File: src/rtl/program_loader_if.sv
// Program loader bus: byte load stream in, instruction-memory writes
// and CPU control out.
interface program_loader_if #(
  parameter int ADDR_W = 9
);
  logic              in_valid;
  logic [7:0]        in_data;
  logic              in_ready;
  logic              restart;
  logic              mem_we;
  logic [ADDR_W-1:0] mem_addr;
  logic [31:0]       mem_wdata;
  logic              cpu_hold;
  logic              done;
  logic              error;

  modport master (
    output in_valid,
    output in_data,
    output restart,
    input  in_ready,
    input  mem_we,
    input  mem_addr,
    input  mem_wdata,
    input  cpu_hold,
    input  done,
    input  error
  );

  modport slave (
    input  in_valid,
    input  in_data,
    input  restart,
    output in_ready,
    output mem_we,
    output mem_addr,
    output mem_wdata,
    output cpu_hold,
    output done,
    output error
  );
endinterface

File: src/rtl/program_loader.sv
// Byte-stream program loader: header count, big-endian words,
// checksum byte; holds the CPU in reset until a verified load.
module program_loader #(
  parameter int MEM_WORDS = 128,
  parameter int ADDR_W    = 9
) (
  input  logic             clk,
  input  logic             reset,
  program_loader_if.slave  bus
);

  typedef enum logic [2:0] {
    HDR_HI,
    HDR_LO,
    DATA,
    WRITE,
    CHECK,
    DONE,
    ERR
  } state_t;

  localparam logic [16:0] MAXW = 17'(MEM_WORDS);

  state_t            state;
  state_t            state_n;
  logic [15:0]       count;
  logic [15:0]       idx;
  logic [15:0]       idx_inc;
  logic [7:0]        sum;
  logic [7:0]        sum_nx;
  logic [31:0]       asmb;
  logic [1:0]        bcnt;
  logic [ADDR_W-1:0] addr_q;
  logic [31:0]       wdata_q;
  logic [15:0]       cnt_new;
  logic              xfer;
  logic              rdy;
  logic              we;
  logic              hold;
  logic              dn;
  logic              er;

  assign xfer    = bus.in_valid & rdy;
  assign cnt_new = {count[15:8], bus.in_data};
  assign idx_inc = idx + 16'd1;
  assign sum_nx  = sum + bus.in_data;

  // State register
  always_ff @(posedge clk) begin
    if (!reset) begin
      state <= HDR_HI;
    end else begin
      state <= state_n;
    end
  end

  // Next-state decode
  always_comb begin
    state_n = state;
    unique case (state)
      HDR_HI: begin
        if (xfer) state_n = HDR_LO;
      end
      HDR_LO: begin
        if (xfer) begin
          if ({1'b0, cnt_new} > MAXW)
            state_n = ERR;
          else if (cnt_new == 16'd0)
            state_n = CHECK;
          else
            state_n = DATA;
        end
      end
      DATA: begin
        if (xfer && bcnt == 2'd3)
          state_n = WRITE;
      end
      WRITE: begin
        if (idx_inc == count)
          state_n = CHECK;
        else
          state_n = DATA;
      end
      CHECK: begin
        if (xfer)
          state_n = (sum_nx == 8'd0) ? DONE : ERR;
      end
      DONE, ERR: begin
        if (bus.restart) state_n = HDR_HI;
      end
      default: state_n = HDR_HI;
    endcase
  end

  // Output decode
  always_comb begin
    rdy  = 1'b0;
    we   = 1'b0;
    hold = 1'b1;
    dn   = 1'b0;
    er   = 1'b0;
    unique case (1'b1)
      (state == HDR_HI),
      (state == HDR_LO),
      (state == DATA),
      (state == CHECK): rdy  = 1'b1;
      (state == WRITE): we   = 1'b1;
      (state == DONE): begin
        hold = 1'b0;
        dn   = 1'b1;
      end
      (state == ERR): er = 1'b1;
      default: ;
    endcase
  end

  // Header, word assembly, checksum and write-port registers
  always_ff @(posedge clk) begin
    if (!reset) begin
      count   <= '0;
      idx     <= '0;
      sum     <= '0;
      asmb    <= '0;
      bcnt    <= '0;
      addr_q  <= '0;
      wdata_q <= '0;
    end else begin
      unique case (state)
        HDR_HI: begin
          if (xfer) begin
            count[15:8] <= bus.in_data;
            sum         <= sum_nx;
          end
        end
        HDR_LO: begin
          if (xfer) begin
            count[7:0] <= bus.in_data;
            sum        <= sum_nx;
          end
        end
        DATA: begin
          if (xfer) begin
            asmb <= {asmb[23:0], bus.in_data};
            bcnt <= bcnt + 2'd1;
            sum  <= sum_nx;
            if (bcnt == 2'd3) begin
              addr_q  <= ADDR_W'({idx, 2'b00});
              wdata_q <= {asmb[23:0], bus.in_data};
            end
          end
        end
        WRITE: begin
          idx <= idx_inc;
        end
        DONE, ERR: begin
          if (bus.restart) begin
            count <= '0;
            idx   <= '0;
            sum   <= '0;
            asmb  <= '0;
            bcnt  <= '0;
          end
        end
        default: ;
      endcase
    end
  end

  assign bus.in_ready  = rdy;
  assign bus.mem_we    = we;
  assign bus.mem_addr  = addr_q;
  assign bus.mem_wdata = wdata_q;
  assign bus.cpu_hold  = hold;
  assign bus.done      = dn;
  assign bus.error     = er;

endmodule

File: src/flat_wrapper.sv
// flat-port wrapper written by rule: the top's interface ports become plain ports
module program_loader_flat 
#(
  parameter int MEM_WORDS = 128,
  parameter int ADDR_W    = 9
)
  (clk, reset, bus_in_valid, bus_in_data, bus_restart, bus_in_ready, bus_mem_we, bus_mem_addr, bus_mem_wdata, bus_cpu_hold, bus_done, bus_error);
  program_loader_if #(.ADDR_W(ADDR_W)) bus_i ();
  input  logic clk;
  input  logic reset;
  input wire logic [$bits(bus_i.in_valid)-1:0] bus_in_valid;
  input wire logic [$bits(bus_i.in_data)-1:0] bus_in_data;
  input wire logic [$bits(bus_i.restart)-1:0] bus_restart;
  output wire logic [$bits(bus_i.in_ready)-1:0] bus_in_ready;
  output wire logic [$bits(bus_i.mem_we)-1:0] bus_mem_we;
  output wire logic [$bits(bus_i.mem_addr)-1:0] bus_mem_addr;
  output wire logic [$bits(bus_i.mem_wdata)-1:0] bus_mem_wdata;
  output wire logic [$bits(bus_i.cpu_hold)-1:0] bus_cpu_hold;
  output wire logic [$bits(bus_i.done)-1:0] bus_done;
  output wire logic [$bits(bus_i.error)-1:0] bus_error;
  assign bus_i.in_valid = bus_in_valid;
  assign bus_i.in_data = bus_in_data;
  assign bus_i.restart = bus_restart;
  assign bus_in_ready = bus_i.in_ready;
  assign bus_mem_we = bus_i.mem_we;
  assign bus_mem_addr = bus_i.mem_addr;
  assign bus_mem_wdata = bus_i.mem_wdata;
  assign bus_cpu_hold = bus_i.cpu_hold;
  assign bus_done = bus_i.done;
  assign bus_error = bus_i.error;
  program_loader #(.MEM_WORDS(MEM_WORDS), .ADDR_W(ADDR_W)) u_core (.clk(clk), .reset(reset), .bus(bus_i));
endmodule
File: config.mk
export PLATFORM = sky130hd
export DESIGN_NAME = program_loader_flat
export DESIGN_NICKNAME = d
export VERILOG_FILES = /design/src/rtl/program_loader_if.sv /design/src/rtl/program_loader.sv /design/src/flat_wrapper.sv
export SDC_FILE = /design/constraint.sdc
export NUM_CORES = 1
export LEC_CHECK = 0
export CAP_MARGIN = 20
export CORE_MARGIN = 2
export CORE_UTILIZATION = 45
export CTS_CLUSTER_DIAMETER = 40
export DETAILED_ROUTE_END_ITERATION = 10
export PLACE_DENSITY = 0.66
export SETUP_SLACK_MARGIN = 0.3
export SYNTH_ARGS = -nofsm -noshare
export SYNTH_HDL_FRONTEND = slang
export SYNTH_SLANG_ARGS = --single-unit
File: constraint.sdc
create_clock -name clk -period 3.1 [get_ports clk]
set_input_delay 0.31 -clock clk [delete_from_list [all_inputs] [get_ports clk]]
set_output_delay 0.31 -clock clk [all_outputs]
set_load 0.01 [all_outputs]
# == Yosys cells after proc, flatten, opt, wreduce, memory -nomap -nowiden ==
# Cells that the tools add are included.
# op_classes
n_addsub,3
n_lt_le_gt_ge,1
n_eq_ne,15
n_mux,29
bitwise,1
reduce_logical,19
# ops
cell,n
$mux 24,2
$pmux 24 s2,1
$pmux 8 s2,3
$pmux 16 s2,1
$mux 3,8
$mux 8,3
$pmux 3 s6,1
$add 16x1->16 const B,1
$eq 16x16->1,1
$gt 16x8->1 const B,1
$logic_not 16->1,1
$mux 16,1
$reduce_and 3->1,5
$ne 2x1->1 const B,6
$reduce_bool 2->1,5
$eq 3x3->1 const B,3
$add 8x8->8,1
$logic_not 8->1,1
$eq 3x2->1 const B,2
$mux 2,3
$mux 1,5
$reduce_and 5->1,1
$pmux 2 s2,1
$reduce_or 4->1,1
other kinds (10),10
# totals
ff_bits,108
input_bits,12
out_inout_bits,46
word_cells,77

# == Depth between registers and ports, before layout ==
# Gate-level depths: netlist (run 1).
# depth
word_depth,7
mapped_depth,10
mapped_depth_nobuf,9

# == Least setup slack after synthesis (run 1) ==
# OpenSTA, ideal clock, no wires.
# synth_path
kind,input to register
startpoint,in bus_in_data[0]
endpoint,reg u_core.state[0]
setup_ps,78
t_arrival_ps,2526
required_ps,3022
path_slack_ps,496
path_stages,9
path_buffers,0
cell_sequence,ha_1 > fa_1 > a21o_1 > a21oi_2 > xnor2_1 > or4_1 > or3_1 > o311a_1 > nor3_1
# synth_via
elab_chain_cells,5
word_cells_on_any_way,8
classes_between,add/sub (1); order compare (1); mux (5); reduce/logical (1)
# synth_rtl
element,line,source
start: declaration,flat_wrapper.sv:12,input wire logic [$bits(bus_i.in_data)-1:0] bus_in_data;
$add 8x8->8,program_loader.sv:46,assign sum_nx = sum + bus.in_data;
$logic_not 8->1,program_loader.sv:86,state_n = (sum_nx == 8'd0) ? DONE : ERR;
$mux 2,program_loader.sv:86,
$mux 3,program_loader.sv:85,if (xfer)
$pmux 3 s6 (*),program_loader.sv:60,unique case (state)
end signal: assignment,program_loader.sv:53,state <= state_n;
end: declaration,program_loader.sv:24,state_t state;
# Mark *: on every way between the ends. The rest lies on a longest branch, timed or not. The select of a mux whose other input is x is not followed.
# A chain may end at the register's enable or synchronous reset.

# == Worst setup path in the final report (run 1) ==
# layout_path
startpoint,reg u_core.idx[0]
endpoint,reg u_core.state[2]
# layout_via
elab_chain_cells,4
# layout_rtl
element,line,source
start: declaration,program_loader.sv:27,logic [15:0] idx;
start signal: assignment,program_loader.sv:153,idx <= idx_inc;
$add 16x1->16,program_loader.sv:45,assign idx_inc = idx + 16'd1;
$eq 16x16->1,program_loader.sv:79,if (idx_inc == count)
$mux 3,program_loader.sv:79,
$pmux 3 s6,program_loader.sv:60,
# No other way between the ends.

==> results of run 1 <==
[area by class of cell]
class | count | area, um^2
timing repair buffer | 74 | 705.7
fill | 1021 | 4955
multi-input combinational | 447 | 2613
tap | 140 | 175.2
sequential | 108 | 2172
inverter | 7 | 26.28
clock inverter | 6 | 56.30
clock buffer | 10 | 137.6
[cell families (layout without fill, tap and decap cells)]
group	count (synthesis)	in the layout	synth area share [%]
AO/OA/AOI/OAI	149	149	18.90
XOR/XNOR	31	31	5.454
adder cells (fa/ha/maj)	10	10	2.664
buffers and inverters	51	97	4.373
flip-flops	108	108	43.43
multiplexers	18	18	3.619
other	1	2	0.07532
AND/OR/NAND/NOR	237	237	21.49
[sequential cells by signal, summed over array words and instances, names as in the netlist]
register / count
u_core.asmb: 24
u_core.bcnt: 2
u_core.bus.mem_addr: 7
u_core.bus.mem_wdata: 32
u_core.count: 16
u_core.idx: 16
u_core.state: 3
u_core.sum: 8
[stage by stage]
| stage | worst slack [ns] | util [%] |
|---|---|---|
| 3_5_place_dp | -0.009329 | 52.32 |
| 2_1_floorplan | 0.4962 | - |
| 4_1_cts | 0.3662 | 54.12 |
| 5_1_grt | 0.3018 | 54.29 |
| 6_report | 0.4142 | 54.29 |
| 3_3_place_gp | 0.01198 | 52.32 |
[cell usage in the layout, fill, tap and decap left out, types with 5 or more instances in the layout]
cell type	instances
dfxtp_1	102
mux2i_1	18
nor3_1	7
a21oi_1	58
inv_1	6
xor2_1	11
ha_1	7
and2_1	11
clkbuf_8	10
o21ai_0	19
nor2_1	76
or3_1	6
dfxtp_2	5
nand2_1	95
nand3_1	9
nand4_1	5
and3_1	7
clkdlybuf4s50_1	55
a22oi_1	36
a211oi_1	5
buf_4	18
xnor2_1	20
[path summary, 6_finish.rpt]
kind	endpoint	slack (ns)	cells after the start
setup / recovery	u_core.state[2]	0.41	8
hold / removal	u_core.bus.mem_addr[2]	0.46	2
setup reg to reg	u_core.state[2]	0.41	8
hold reg to reg	u_core.bus.mem_addr[2]	0.46	2
[timing repair]
action,CTS,global route
endpoints found under the setup margin,1,3
endpoints found under the hold margin,0,0
resized for setup,1,9
[power by group through the flow]
stage          combinational [uW]  clock, uW  sequential, uW
2_1_floorplan                 783          0            1580
3_3_place_gp                  939          0            1640
3_5_place_dp                  960          0            1640
4_1_cts                       965        875            1610
5_1_grt                      1080        928            1630
6_report                      972        849            1610
[layer usage]
| metal | up-vias | track usage, % |
|---|---|---|
| met5 | - | 0 |
| met2 | 97 | 32.61 |
| met1 | 2096 | 28.53 |
| met3 | 10 | 4.483 |
| li1 | 2180 | - |
| met4 | 0 | 7.595 |
[tightest hold or removal path: cells and delay by family, from the launching register on]
family,cells,cell delay [ns]
flops,1,0.32
simple gates,1,0.05
compound gates,1,0.05
==> metrics.cfg, run 1 <==
[logic_synthesis]
synth_top_area_cell = dfxtp_1
synth_top_area_share_pct = 43.43
synth-async-reset-ratio_pct = 0
yosysSeqAreaShare_pct = 43.43
synth_area_leaders = dfxtp_1 43%, nand2_1 7.2%, a21oi_1 5.8%
ys.flop_type = dfxtp_1
syn_inst = 605
synth_warnings = 0
synth-edff-count = 0
syn_area_um2 = 4979
syn_avg_cell_area_um2 = 8.229
synth_commonest_cells = 108 x dfxtp_1, 95 x nand2_1, 76 x nor2_1
ys_types = 54
synth_seq_cells = 108
yosysMostFrequentCell = dfxtp_1

[final_layout]
drive_gt1_share_pct = 8.129
diodes = 0
finalInstanceArea_um2 = 5886
final_nets = 669
syn_to_final_growth_pct = 18.22
finalNonFillerCells = 792

[grt]
grt_pass1_wl_mm = 19.59
grt_start_max_net_pins = 107
grt_overflow = 0
antenna_found_initial = 0
grt_use_total_pct = 20.92
grt_pass1_vias = 3922

[floorplan]
core-area_um2 = 10840
die_w_um = 109.2
initial_core_util_pct = 45.93
io_pins = 58
die-area_um2 = 11920
die_height_um = 109.2
fp-row-count = 38

[critical_path]
worstSetupPathType = register to register
crit_chain = ha_2 -> nand3_1 -> or4_1 -> xnor2_1 -> a2111oi_2 -> o21ai_1 -> or3_1 -> a221oi_2
critPathCaptureType = register
worst-path-buf-inv = 0
start_kind = register
critPathLaunch = u_core.idx[0]
cp_slowest_stage_delay_ns = 0.61
slowest_stage = or4_1
required_ns = 3.41
critPathTopFamily = simple AND/OR/NAND/NOR gates
reg2reg_from = u_core.idx[0]
critPathArrivalTime_ns = 2.99
crit_fanout = 7

[run]
cap_violations = 0

[power_and_ir_drop]
p_switching_uw = 1193
pwr-share-comb_pct = 28.3
p_seq_share_pct = 47.0
powerDensity_nw_per_um2 = 583.6
power_uw = 3435
power.static_leakage_uw = 0.002185
ir_drop_mv = 0.3589
swShare_pct = 34.72
clock_power_share_pct = 24.7
intPower_uw = 2242

[clock_network]
cts_setup_buffers = 0
insertion_delay_ns = 0.39
hold_buffers = 0
cts-root-buf = clkbuf_8
path_clk_slew_ns = 0.11
cts_tree = yes
numCtsBuffers = 9
cts.htree.levels = 3
cts_sinks = 108
clockBufferDepth = 2

[route]
wirelength_mm = 12.08
routedWlPerCell_um = 15.25
highest_layer = met4
vias_per_cell = 5.534
drt_iter0_drc = 296
wl_met3_um = 523
first_pass_iters = 5
postRouteAntennaNets = 0
dr_total_vias = 4383
wl_met1_mm = 5.756
drc = 0
dr_wl_met2_mm = 5.664

[sta]
period_minus_slack_ns = 2.686
hold_viol_final = 0
fmaxAchievable_mhz = 372.3
slew_headroom_pct = 47.60
rsz0062_at_grt = false
tightestPinTransition_ns = 0.7861
drv_slew = 0
fin_skew_ns = 0.01394
final.setup.tns_ns = 0
hold_ws_ns = 0.4584
min_period_over_period_pct = 86.64
setup_viol = 0

[placement]
placedCellCount = 776
hpwl_mm = 8.378
placed_area_um2 = 5672
gp_congestion = 0.8817
port_buffers = 55

[min_path]
holdCritStartpoint = u_core.bus.mem_addr[2]
holdCritPathClass = register to register

[outcome]
status = completed

Power figures use the tool's default switching activity.
==> run 2: changes to the inputs <==
Settings changed: CAP_MARGIN 20 to 25, SKIP_LAST_GASP set to 1.
==> results of run 2 <==
Final layout, timing and power as in run 1 (identical DEF).
